File: src/rtl/mips_pkg.sv
// Shared definitions for the MIPS pipeline front end.
package mips_pkg;

    localparam logic [31:0] NOP_INST = 32'h0000_0000;
    localparam int unsigned PC_STEP_DEFAULT = 4;

    typedef enum logic [0:0] {
        StBoot,
        StRun
    } fetch_state_e;

endpackage

File: src/rtl/sat_counter.sv
// Up-counter with synchronous reset that sticks at all-ones instead of wrapping.
module sat_counter #(
    parameter int unsigned CNT_W = 16
) (
    input  logic             clk,
    input  logic             rst,
    input  logic             inc,
    output logic [CNT_W-1:0] count
);

    logic [CNT_W-1:0] count_q, count_d;

    always_comb begin
        count_d = count_q;
        if (inc && (count_q != '1)) begin
            count_d = count_q + CNT_W'(1);
        end
    end

    always_ff @(posedge clk) begin
        if (rst) begin
            count_q <= '0;
        end else begin
            count_q <= count_d;
        end
    end

    assign count = count_q;

endmodule

File: src/rtl/fetch_stage.sv
// Instruction-fetch stage: PC register, IF/ID pipeline register, boot FSM and debug counters.
module fetch_stage
    import mips_pkg::*;
#(
    parameter logic [31:0] RESET_PC = 32'h0000_0000,
    parameter int unsigned PC_STEP  = PC_STEP_DEFAULT,
    parameter int unsigned CNT_W    = 16
) (
    input  logic             clk,
    input  logic             rst,
    input  logic             stall,
    input  logic             flush,
    input  logic             branch_taken,
    input  logic [31:0]      branch_target,
    input  logic [31:0]      inst_in,
    output logic [31:0]      pc_out,
    output logic [31:0]      if_id_inst,
    output logic [31:0]      if_id_pc4,
    output logic             if_id_valid,
    output logic [CNT_W-1:0] fetch_count,
    output logic [CNT_W-1:0] bubble_count
);

    fetch_state_e state_q, state_d;
    logic [31:0]  pc_q, pc_d;
    logic [31:0]  inst_q, inst_d;
    logic [31:0]  pc4_q, pc4_d;
    logic         valid_q, valid_d;
    logic         fetch_inc, bubble_inc;
    logic [31:0]  pc_next_seq;

    assign pc_next_seq = pc_q + PC_STEP;

    always_comb begin
        state_d    = state_q;
        pc_d       = pc_q;
        inst_d     = inst_q;
        pc4_d      = pc4_q;
        valid_d    = valid_q;
        fetch_inc  = 1'b0;
        bubble_inc = 1'b0;
        unique case (state_q)
            // Memory settling cycle: control inputs are ignored and the bubble is not counted.
            StBoot: begin
                state_d = StRun;
                pc_d    = RESET_PC;
                inst_d  = NOP_INST;
                pc4_d   = '0;
                valid_d = 1'b0;
            end
            StRun: begin
                if (branch_taken) begin
                    pc_d       = branch_target;
                    inst_d     = NOP_INST;
                    pc4_d      = '0;
                    valid_d    = 1'b0;
                    bubble_inc = 1'b1;
                end else begin
                    if (!stall) begin
                        pc_d = pc_next_seq;
                    end
                    if (flush) begin
                        inst_d     = NOP_INST;
                        pc4_d      = '0;
                        valid_d    = 1'b0;
                        bubble_inc = 1'b1;
                    end else if (!stall) begin
                        inst_d    = inst_in;
                        pc4_d     = pc_next_seq;
                        valid_d   = 1'b1;
                        fetch_inc = 1'b1;
                    end
                end
            end
            default: state_d = StBoot;
        endcase
    end

    always_ff @(posedge clk) begin
        if (rst) begin
            state_q <= StBoot;
            pc_q    <= RESET_PC;
            inst_q  <= NOP_INST;
            pc4_q   <= '0;
            valid_q <= 1'b0;
        end else begin
            state_q <= state_d;
            pc_q    <= pc_d;
            inst_q  <= inst_d;
            pc4_q   <= pc4_d;
            valid_q <= valid_d;
        end
    end

    sat_counter #(
        .CNT_W(CNT_W)
    ) u_fetch_cnt (
        .clk  (clk),
        .rst  (rst),
        .inc  (fetch_inc),
        .count(fetch_count)
    );

    sat_counter #(
        .CNT_W(CNT_W)
    ) u_bubble_cnt (
        .clk  (clk),
        .rst  (rst),
        .inc  (bubble_inc),
        .count(bubble_count)
    );

    assign pc_out      = pc_q;
    assign if_id_inst  = inst_q;
    assign if_id_pc4   = pc4_q;
    assign if_id_valid = valid_q;

endmodule

File: config.mk
export PLATFORM = sky130hd
export DESIGN_NAME = fetch_stage
export DESIGN_NICKNAME = d
export VERILOG_FILES = /design/src/rtl/mips_pkg.sv /design/src/rtl/sat_counter.sv /design/src/rtl/fetch_stage.sv
export SDC_FILE = /design/constraint.sdc
export NUM_CORES = 1
export LEC_CHECK = 0
export BUFFER_PORTS_ARGS = -buffer_cell sky130_fd_sc_hd__buf_2
export CAP_MARGIN = 20
export CORE_ASPECT_RATIO = 0.9
export CORE_MARGIN = 2
export CORE_UTILIZATION = 54
export DETAILED_ROUTE_END_ITERATION = 12
export PLACE_DENSITY = 0.85
export SLEW_MARGIN = 10
export SYNTH_ARGS = -nofsm -noshare
export SYNTH_HDL_FRONTEND = slang
export SYNTH_SLANG_ARGS = --single-unit
File: constraint.sdc
create_clock -name clk -period 3.8 [get_ports clk]
set_input_delay 0.38 -clock clk [delete_from_list [all_inputs] [get_ports clk]]
set_output_delay 0.38 -clock clk [all_outputs]
set_load 0.1 [all_outputs]
# After elaboration in Yosys (flattened, before gate mapping)
# Cells that the tools add are included.
# word_totals
word_cells	39
ff_bits	130
in_bits	69
out_inout_bits	129
# classes
n_eq_ne	4
mux	22
add_sub_neg	3
n_reduce_logical	2
bitwise_logic	1
# op_table
op	count
$mux W32	7
$pmux W32 S2	3
$add A16 B1 Y16 const B	2
$add A32 B3 Y32 const B	1
$ne A16 B16 Y1 const B	2
$mux W1	11
$ne A4 B4 Y1 const B	1
$ne A3 B3 Y1 const B	1
$logic_and A1 B1 Y1	2
$pmux W1 S2	1
$not A1 Y1	1

# Logic depth before layout (Yosys ltp)
# Gate-level depths: netlist (run 1).
# depth
depth_word	5
depth_mapped	7
ltp_nobuf	6

# Hierarchy
# A second synthesis (run 1) with hierarchy kept.
# unflattened
cells_unflattened	705
hier_area_um2	6049.6
# by_module_without_submodules
module	instances	area_each_um2	seq_area_each_um2	cells_each
fetch_stage	1	4352.9	1961.9	507
sat_counter	2	848.3	320.3	99

# Worst setup path after synthesis (run 1)
# OpenSTA, ideal clock, no wires.
# synth_timing
kind	reg-to-reg
startpoint	reg pc_q[2] (netlist: pc_out[2])
endpoint	reg pc_q[28] (netlist: pc_out[28])
path_buffers	1
arrival_ps	2672
path_slack_ps	1053
setup_time_ps	75
stages_incl_launch_ff	8
synth_period_minus_slack_ps	2747
cell_sequence	dfxtp_1 -> ha_1 -> nand3_1 -> buf_2 -> nor4_4 -> nand4_1 -> or3_1 -> a31oi_1
# synth_via
elab_chain_len	4
# synth_rtl
item	line	text
start, declared	fetch_stage.sv:25	logic [31:0] pc_q, pc_d;
start signal, assigned	fetch_stage.sv:88	pc_q <= pc_d;
$add A32 B3 Y32	fetch_stage.sv:32	assign pc_next_seq = pc_q + PC_STEP;
$mux W32	fetch_stage.sv:59	if (!stall) begin
$mux W32	fetch_stage.sv:52	if (branch_taken) begin
$pmux W32 S2	fetch_stage.sv:42	unique case (state_q)
# No other way between the ends. The select of a mux whose other input is x is not followed.
# A chain may end at the register's enable or synchronous reset.

# Worst setup path in the final report (run 1)
# layout_timing
startpoint	reg pc_q[6] (netlist: pc_out[6])
endpoint	reg pc_q[31] (netlist: pc_out[31])
# The elaborated chain is that of the path after synthesis.

==> run_results.csv, run 1 <==
group,metric,value,unit
status,status,"finished clean",
finish,n_fill_cell,821,
worst_setup_path,crit_path_end_kind,"flip-flop",
routing,drt-pass1-iter-count,5,
synth,synth-seq-cells,130,
synth,yosysUniqueCellTypes,54,
floorplan,core_area,10400,um2
synth,synth.cell_area,5830,um2
clock_network,clock_sinks,130,
placed_design,dp.final_hpwl,11900,um
worst_setup_path,path_max_fanout,15,
synth,syn_nets,754,
sta,layout_min_cycle_time,2.60,ns
placed_design,place_congestion,0.922,
sta,skew,0.00714,ns
grt,grt_max_degree,81,
finish,utilization,71.3,%
sta,worst_pin_slew,0.965,ns
finish,fin_area,7400,um2
pwr,p_sw_share,26.2,%
clock_network,cts_hold_buf,0,
clock_network,cts_tree,"done",
routing,wl_per_cell,17.0,um
clock_network,cts-buffers-inserted,17,
worst_setup_path,cp.required,4.14,ns
finish,nNetsFinal,934,
sta,whs,0.205,ns
floorplan,die_width,114,um
synth,synth-main-ff-cell,"dfxtp_1",
pwr,p_clk_share,46.0,%
synth,syn-instance-count,682,
routing,ant_nets,0,
sta,slew_headroom,35.5,%
pwr,p_comb_share,10.0,%
grt,overflow,0,
sta,final-hold-violation-count,0,
floorplan,ios,198,
finish,antenna_cells,0,
placed_design,dpl-instance-area,6860,um2
grt,grt_pass1_vias,5438,
pwr,ir_drop,264,uV
synth,synthArstFlopShare,0,%
routing,wirelength,17100,um
pwr,power_density,436,nW/um2
synth,synth-seq-area-share,44.6,%
finish,syn_to_final_growth,26.9,%
grt,antenna_found_initial,2,
pwr,p_sw,0.000845,W
sta,post-route-period-util,68.4,%
grt,grt_pass1_wl,26600,um
grt,globalRouteTotalUtil,28.8,%
worst_setup_path,worstSetupPathType,"reg -> reg",
routing,remaining_drc_errors,0,
routing,drtIter0Drc,526,
worst_hold_path,hold_class,"in -> reg",
synth,synth.avg_cell_area,8.55,um2
synth,ys_warn_count,0,
clock_network,clockRootBuffer,"clkbuf_16",
clock_network,clk_path_buf_depth,2,
worst_setup_path,worstSetupStartpointType,"flip-flop",
sta,slew_violations,0,
flow_run,max_cap_viol_count,0,
floorplan,rows,35,
clock_network,htree_levels,4,
synth,synth_top_area_cell,"dfxtp_1",
synth,synth_edf_count,0,
finish,layout_common_cells,"buf_2 (197), dfxtp_1 (130), nor2_1 (105)",
sta,fin_setup_tns,0,ns
floorplan,die_y,103,um
sta,fmax,0.385,GHz
synth,synth.top_cell.area_share,44.6,%
pwr,power_leakage,3.18,nW
finish,final_layout_size_suffix_gt1_share,27.6,%
routing,vias_per_cell,5.92,
floorplan,die-area,11700,um2
clock_network,clk_pin_slew,0.06,ns
clock_network,post_cts_buffers,0,
pwr,intPower,0.00238,W
clock_network,cts_resized,0,
finish,final_common_cell,"buf_2",
sta,setup_viol,0,
sta,rsz0062_at_grt,"false",
routing,vias,5932,
synth,synth_area_leaders,"dfxtp_1 (45%), nor2_1 (6.8%), a22oi_1 (5.5%)",
floorplan,start_util,56.2,%
pwr,seqPwrFrac,43.9,%
placed_design,port_buffers,197,
worst_setup_path,arrival,2.94,ns
clock_network,clkLatencyLatePin,0.42,ns
-- through the flow --
step / power, W / setup WS (ns) / cells
final: 0.00323 / 1.20 / 1002
after global routing: 0.00332 / 0.967 / 1002
after CTS: 0.00324 / 1.23 / 1001
after detailed placement: 0.00176 / 1.09 / 971
after global placement: 0.00176 / 1.24 / 971
after floorplan: 0.00168 / 1.05 / 682
-- sequential cells by signal (all words and copies together), names as in the netlist --
register,flops
if_id_valid,1
u_bubble_cnt.count,16
pc_out,32
if_id_pc4,32
state_q,1
u_fetch_cnt.count,16
if_id_inst,32
-- per-layer routing --
layer | part of all wire (%) | global-route usage (%) | wire length, um
met5 | 0.16 | 0 | 27
met4 | 1.3 | 9.38 | 221
met3 | 7.6 | 7.94 | 1300
met2 | 49 | 47.2 | 8420
met1 | 42 | 37.3 | 7100
-- cell type report --
class / instances / area [um2] / area share, %
multi-input cells: 502 / 3050 / 41.2
inverters: 8 / 30.0 / 0.406
flip-flops and latches: 130 / 2600 / 35.2
well taps: 129 / 161 / 2.18
clock inverters: 6 / 57.6 / 0.778
repair buffers: 203 / 1030 / 13.9
clock buffers: 24 / 472 / 6.37
-- synthesized netlist by cell type (2+ instances only) --
cell type	number
dfxtp_1	130
nor2_1	106
o21ai_0	52
nand2_1	45
a22oi_1	43
xor2_1	36
nand3_1	33
clkbuf_1	31
xnor2_1	28
a21oi_1	25
nand4_1	20
nor3_1	16
a31oi_1	9
and3_1	8
inv_1	8
or3_1	8
buf_2	6
nor4_1	6
mux2i_1	5
o211ai_1	5
buf_1	4
nor2b_1	4
a22o_1	3
and2_1	3
and4_1	3
ha_1	3
nor4_4	3
nor4b_1	3
o21a_1	3
o21bai_1	3
a211oi_1	2
a311oi_1	2
nand4_2	2
nand4b_1	2
nor3b_1	2
o2111ai_1	2
-- power groups by stage --
stage | combinational, W | sequential (W) | clock, W
after floorplan | 0.0000930 | 0.00158 | 0
after global placement | 0.000313 | 0.00144 | 0
after detailed placement | 0.000319 | 0.00145 | 0
after CTS | 0.000321 | 0.00142 | 0.00150
after global routing | 0.000339 | 0.00142 | 0.00156
final | 0.000323 | 0.00142 | 0.00149
-- cells by family after synthesis --
| family | share of synthesized area, % |
|---|---|
| buffers and inverters | 3.47 |
| xor gates and xnor gates | 9.61 |
| AOI/OAI and AO/OA | 17.0 |
| and+or+nand+nor | 23.6 |
| DFF | 44.6 |
| adders and majority gates | 0.644 |
| muxes | 1.05 |
-- critical path, stage by stage (launching register included) --
cell and delay (ns):
dfxtp_1 0.51, nand4_4 0.28, nor4_4 0.82, nand4_1 0.32, or3_1 0.40, a31oi_1 0.18
-- worst paths after layout --
check	from	endpoint	slack, ns	cells past startpoint
max	pc_out[6]$_SDFFE_PP0P_	pc_out[31]$_SDFFE_PP0P_	1.20	5
min	branch_target[1]	pc_out[1]$_SDFFE_PP0P_	0.21	3
max reg2reg	pc_out[6]$_SDFFE_PP0P_	pc_out[31]$_SDFFE_PP0P_	1.20	5
min reg2reg	if_id_pc4[19]$_SDFFE_PP0P_	if_id_pc4[19]$_SDFFE_PP0P_	0.45	2
No activity file was read; power rests on OpenSTA's default activity.
==> inputs of run 2 (changes only) <==
Settings changed: ABC_AREA set to 1, CORE_UTILIZATION 54 to 52, PLACE_DENSITY 0.85 to 0.81.
Clock period 3.8 ns to 2.6 ns, I/O delays scaled along.
==> run 2 against run 1 <==
  * Clock power is 57% higher
  * Flip-flop and latch count stayed put
  * Power is 54% higher
  * Combinational power is 75% higher
  * Wire length is 5.1% higher
  * Non-clock buffer count is 1 higher
  * Sequential power is 46% higher
  * Cell area is 8.4% higher
  * Utilization is 4.6 points lower
  * Register-to-register slack worse by 0.69 ns
  * Largest cell class unchanged
  * Largest power group unchanged
==> run_results.csv, run 2 <==
group,metric,value,unit
finish,syn_to_final_growth,25.6,%
grt,overflow,0,
floorplan,start_util,53.1,%
clock_network,post_cts_buffers,0,
synth,syn_nets,1008,
synth,synth_top_area_cell,"dfxtp_1",
sta,post-route-period-util,80.2,%
finish,fin_area,8020,um2
pwr,intPower,0.00368,W
worst_setup_path,ff2ff_setup_slack,0.51,ns
routing,wirelength,18000,um
routing,drt-pass1-iter-count,5,
finish,nNetsFinal,1190,
finish,final_common_cell,"nand2_1",
synth,yosysUniqueCellTypes,32,
clock_network,cts_resized,0,
finish,finalNonFillerCells,1289,
worst_setup_path,cpMaxStageDelayCell,"dfxtp_1",
floorplan,die_width,121,um
sta,skew,0.00905,ns
synth,synth_edf_count,0,
sta,setup_viol,0,
synth,synth-xor-area-share,4.39,%
floorplan,die-area,13200,um2
synth,synth-seq-cells,130,
routing,remaining_drc_errors,0,
sta,final-hold-violation-count,0,
sta,whs,0.0919,ns
worst_hold_path,hold_class,"in -> reg",
synth,synth-compound-area-share,12.1,%
synth,syn-instance-count,936,
pwr,p_comb_share,11.4,%
clock_network,cts_hold_buf,0,
clock_network,clkLatencyLatePin,0.42,ns
synth,synth-seq-area-share,40.8,%
worst_setup_path,worstPathCellList,"ha_1, nand3_2, nor3_4, nand3b_1, nand2_2, inv_2, o21ai_0, a21oi_1",
sta,slew_headroom,61.3,%
clock_network,clk_path_buf_depth,2,
synth,synth.most_common_cell,"nand2_1",
pwr,p_sw,0.00130,W
grt,grt_pass1_wl,28700,um
synth,synthMuxAreaShare,0,%
pwr,power_density,621,nW/um2
routing,drtIter0Drc,620,
placed_design,dp.final_hpwl,12200,um
grt,grt_pass1_vias,5949,
pwr,p_clk_share,47.0,%
sta,fin_setup_tns,0,ns
placed_design,pre_cts_slack,0.554,ns
synth,synth_area_leaders,"dfxtp_1 (41%), nand2_1 (20%), a21oi_1 (9.4%)",
floorplan,ios,198,
placed_design,port_buffers,197,
clock_network,cts-buffers-inserted,17,
sta,fmax,0.479,GHz
floorplan,die_y,109,um
worst_setup_path,max_stage_delay,0.41,ns
routing,vias,6633,
worst_setup_path,path_buf_inv,1,
worst_setup_path,worstSetupStartpointType,"flip-flop",
placed_design,place_congestion,0.911,
flow_run,max_cap_viol_count,0,
worst_setup_path,crit_path_end_kind,"flip-flop",
worst_setup_path,worstSetupPathType,"reg -> reg",
synth,synth_simple_gate_area_share,36.0,%
synth,ys_warn_count,0,
worst_setup_path,arrival,2.39,ns
finish,final_layout_size_suffix_gt1_share,22.9,%
routing,vias_per_cell,5.15,
pwr,ir_drop,438,uV
finish,antenna_cells,0,
clock_network,clockRootBuffer,"clkbuf_16",
clock_network,clock_sinks,130,
pwr,power_leakage,3.40,nW
routing,ant_nets,0,
placed_design,dpl-instance-area,7440,um2
sta,rsz0062_at_grt,"false",
grt,grt_max_degree,72,
placed_design,dp.cells,1259,
worst_setup_path,path_max_fanout,17,
clock_network,htree_levels,4,
worst_setup_path,cp_top_family,"simple AND/OR/NAND/NOR gates",
clock_network,clk_pin_slew,0.05,ns
floorplan,core_area,12000,um2
floorplan,rows,38,
clock_network,cts_tree,"done",
synth,synth_top_family_by_area,"simple AND/OR/NAND/NOR gates",
synth,yosys-top-cells-count,"nand2_1 (336), dfxtp_1 (130), a21oi_1 (120)",
sta,fin_ws,0.514,ns
sta,layout_min_cycle_time,2.09,ns
status,status,"finished clean",
grt,globalRouteTotalUtil,27.4,%
grt,antenna_found_initial,0,
synth,synth-main-ff-cell,"dfxtp_1",
finish,layout_common_cells,"nand2_1 (336), buf_2 (196), dfxtp_1 (130)",
synth,synthAdderAreaFrac,0.588,%
worst_setup_path,cp.required,2.90,ns
synth,synth.top_cell.area_share,40.8,%
synth,synthArstFlopShare,0,%
routing,wl_per_cell,13.9,um
synth,synth.cell_area,6380,um2
pwr,p_sw_share,26.2,%
pwr,seqPwrFrac,41.6,%
sta,slew_violations,0,
sta,worst_pin_slew,0.581,ns
finish,n_fill_cell,1112,
synth,synth.avg_cell_area,6.82,um2
run 2: changes by cell type after synthesis, moves of 10 or more:
cell / before / now
o21ai_0: 52 / 16
clkbuf_1: 31 / 20
nand4_1: 20 / 10
a21oi_1: 25 / 120
a22oi_1: 43 / 1
nand2_1: 45 / 336
xor2_1: 36 / 20
xnor2_1: 28 / 12
inv_1: 8 / 40
run 2: area by class of cell:
| cell class | instances | area [um2] | area share (%) |
|---|---|---|---|
| clock buffer | 25 | 505 | 6.30 |
| clock inverter | 5 | 75.1 | 0.936 |
| inverter | 44 | 165 | 2.06 |
| multi-input combinational | 721 | 3390 | 42.3 |
| sequential | 130 | 2600 | 32.5 |
| tap | 160 | 200 | 2.50 |
| timing repair buffer | 204 | 1080 | 13.4 |
run 2: power groups by stage:
stage,logic [W],clock network (W),registers [W]
after global placement,0.000561,0,0.00211
after global routing,0.000604,0.00246,0.00208
after floorplan,0.000186,0,0.00235
after CTS,0.000565,0.00238,0.00207
after detailed placement,0.000563,0,0.00211
final,0.000566,0.00234,0.00207
run 2: worst paths after layout:
| kind | from | endpoint | cells after the start |
|---|---|---|---|
| setup / recovery | u_fetch_cnt.count[0]$_SDFFE_PP0P_ | u_fetch_cnt.count[0]$_SDFFE_PP0P_ | 8 |
| hold / removal | inst_in[7] | if_id_inst[7]$_SDFFE_PP0P_ | 3 |
| setup reg to reg | u_fetch_cnt.count[0]$_SDFFE_PP0P_ | u_fetch_cnt.count[0]$_SDFFE_PP0P_ | 8 |
| hold reg to reg | if_id_inst[7]$_SDFFE_PP0P_ | if_id_inst[7]$_SDFFE_PP0P_ | 2 |
run 2: worst register-to-register path, stage by stage, from the launching register on:
cell	delay, ns
dfxtp_1	0.41
ha_1	0.33
nand3_2	0.16
nor3_4	0.22
nand3b_1	0.13
nand2_2	0.27
inv_2	0.20
o21ai_0	0.19
a21oi_1	0.06
run 2: kinds of logic after synthesis:
group                    count (synthesis)
adder cells (fa/ha/maj)                  3
buffers and inverters                   85
AND/OR/NAND/NOR                        538
AO/OA/AOI/OAI                          148
flip-flops                             130
XOR/XNOR                                32
run 2: routing by layer:
| layer | vias up | global-route usage [%] | part of all wire [%] |
|---|---|---|---|
| met5 | - | 0 | 0 |
| met4 | 0 | 9.88 | 1.8 |
| met3 | 30 | 6.85 | 6.8 |
| li1 | 3370 | - | - |
| met2 | 232 | 46.1 | 48 |
| met1 | 3001 | 34.1 | 43 |
run 2: per-stage QoR:
| step | power, W | utilization (%) |
|---|---|---|
| after floorplan | 0.00254 | - |
| after global placement | 0.00267 | 61.8 |
| after detailed placement | 0.00268 | 61.8 |
| after CTS | 0.00502 | 66.7 |
| after global routing | 0.00514 | 66.7 |
| final | 0.00498 | 66.7 |
==> inputs of run 3 (changes only) <==
Clock period 2.6 ns to 2.03 ns, I/O delays scaled along.
==> run 3 against run 2 <==
  * Global-route usage up 0.65 points
  * Critical path depth unchanged
  * Non-clock buffer count up 3
  * Setup slack got worse by 0.29 ns
  * Fmax rose by 16%
  * Die area is the same
  * Clock-buffer cell count shrank 2
  * Wire length grew 2.3%
  * Clock power rose by 24%
  * Via count is 1.4% higher
  * Sequential power grew 29%
  * Utilization up 0.50 points
==> run_results.csv, run 3 (synthesis results as in run 2) <==
group,metric,value,unit
floorplan,die-area,13200,um2
worst_setup_path,ff2ff_setup_slack,0.23,ns
clock_network,cts-buffers-inserted,17,
sta,fmax,0.555,GHz
routing,ant_nets,0,
worst_hold_path,hold_class,"in -> reg",
sta,rsz0062_at_grt,"false",
status,status,"finished clean",
finish,layout_common_cells,"nand2_1 (336), buf_2 (196), a21oi_1 (120)",
pwr,ir_drop,494,uV
grt,grt_max_degree,88,
clock_network,post_cts_buffers,0,
finish,multi_input_area,3410,um2
floorplan,die_width,121,um
routing,drt-pass1-iter-count,5,
floorplan,core_area,12000,um2
routing,wl_per_cell,14.2,um
clock_network,clockRootBuffer,"clkbuf_16",
routing,wirelength,18400,um
grt,overflow,0,
worst_setup_path,worstSetupEndpoint,"u_fetch_cnt.count[0]$_SDFFE_PP0P_",
routing,remaining_drc_errors,0,
placed_design,dp.cells,1262,
grt,grt_pass1_wl,29700,um
worst_setup_path,crit_start,"u_fetch_cnt.count[0]$_SDFFE_PP0P_",
sta,worst_pin_slew,0.551,ns
sta,setup_viol,0,
worst_setup_path,crit_path_end_kind,"flip-flop",
worst_setup_path,worstSetupPathType,"reg -> reg",
clock_network,clk_pin_slew,0.06,ns
placed_design,dp.final_hpwl,12600,um
clock_network,clkLatencyLatePin,0.41,ns
worst_setup_path,regToRegEndpoint,"u_fetch_cnt.count[0]$_SDFFE_PP0P_",
sta,layout_min_cycle_time,1.80,ns
sta,whs,0.0400,ns
floorplan,die_y,109,um
worst_setup_path,path_buf_inv,1,
grt,globalRouteTotalUtil,28.0,%
worst_setup_path,arrival,2.09,ns
finish,nNetsFinal,1194,
worst_setup_path,max_stage_delay,0.37,ns
sta,slew_violations,0,
finish,syn_to_final_growth,26.6,%
sta,fin_setup_tns,0,ns
sta,final-hold-violation-count,0,
finish,utilization,67.2,%
sta,post-route-period-util,88.8,%
finish,antenna_cells,0,
finish,final_layout_size_suffix_gt1_share,26.7,%
clock_network,clk_path_buf_depth,2,
worst_setup_path,r2r_cells,8,
worst_setup_path,worstSetupStartpointType,"flip-flop",
floorplan,start_util,53.1,%
placed_design,port_buffers,197,
floorplan,ios,198,
floorplan,rows,38,
finish,final_common_cell,"nand2_1",
finish,n_fill_cell,1106,
routing,vias_per_cell,5.19,
worst_setup_path,worstPathCellList,"ha_2, nand3_2, nor3_4, nand3b_1, nand2_2, inv_2, o21ai_0, a21oi_1",
sta,slew_headroom,63.0,%
worst_setup_path,cpMaxStageDelayCell,"dfxtp_2",
worst_setup_path,cp_top_family,"simple AND/OR/NAND/NOR gates",
finish,final-seq-area,2650,um2
routing,drtIter0Drc,579,
clock_network,cts_tree,"done",
routing,vias,6727,
clock_network,htree_levels,4,
worst_setup_path,worstSetupPathDepth,8,
worst_setup_path,path_max_fanout,14,
sta,skew,0.00872,ns
finish,finalNonFillerCells,1295,
grt,grt_pass1_vias,6157,
worst_setup_path,timing.rr.start,"u_fetch_cnt.count[0]$_SDFFE_PP0P_",
flow_run,max_cap_viol_count,0,
placed_design,place_congestion,0.921,
worst_setup_path,cp.required,2.32,ns
clock_network,clock_sinks,130,
grt,antenna_found_initial,0,
pwr,power_density,777,nW/um2
pwr,power_leakage,3.41,nW
pwr,power,0.00628,W
run 3: cell count changes in the layout (fill, tap and decap cells not counted), sizes merged:
cell      change
clkinvlp      +5
buf           +3
clkbuf        -2
clkinv        +2
bufinv        -1
inv           -1
run 3: worst register-to-register path, cell delays in order (launching register included):
cell	delay, ns
dfxtp_2	0.37
ha_2	0.25
nand3_2	0.13
nor3_4	0.18
nand3b_1	0.12
nand2_2	0.19
inv_2	0.16
o21ai_0	0.20
a21oi_1	0.06
run 3: cell type report:
cell class              count  area share (%)
multi-input cells         721            42.2
flip-flops and latches    130            32.8
repair buffers            207            13.5
clock buffers              23            5.92
well taps                 160            2.48
inverters                  44            2.09
clock inverters             9            1.01
repair inverters            1          0.0929
run 3: worst min path at each step:
stage	endpoint	cells after the start	startpoint
finish	if_id_inst[27]$_SDFFE_PP0P_	3	inst_in[27]
global route	if_id_inst[8]$_SDFFE_PP0P_	3	inst_in[8]
CTS	if_id_inst[27]$_SDFFE_PP0P_	3	inst_in[27]
detailed placement	if_id_inst[31]$_SDFFE_PP0P_	2	if_id_inst[31]$_SDFFE_PP0P_
global placement	if_id_inst[5]$_SDFFE_PP0P_	2	if_id_inst[5]$_SDFFE_PP0P_
floorplan	pc_out[0]$_SDFFE_PP0P_	2	branch_target[0]
run 3: report_power, final:
group          total (W)  switching (W)  leakage, nW  internal [W]
clock            0.00289        0.00111        0.269       0.00177
sequential       0.00266      0.0000562         1.07       0.00260
combinational   0.000733       0.000567         2.08      0.000166
total            0.00628        0.00174         3.41       0.00454
run 3: per-stage QoR:
stage                     cell area, um2  setup slack, ns
after floorplan                     6430          0.00347
after global placement              7490            0.322
after detailed placement            7490            0.189
after CTS                           8050            0.184
after global routing                8080           0.0279
final                               8080            0.228
run 3: repair_timing:
item / 4_1_cts / 5_1_grt
setup endpoints to repair: 0 / 12
hold buffers: 0 / 0
gates resized for setup: 0 / 5
run 3: metal layers:
layer  up-vias  GRT usage [%]  wire length (um)
li1       3380              -                 -
met1      3057           36.3              8080
met2       254           45.9              8650
met3        36           7.22              1330
met4         0           8.89               299
met5         -              0                 0
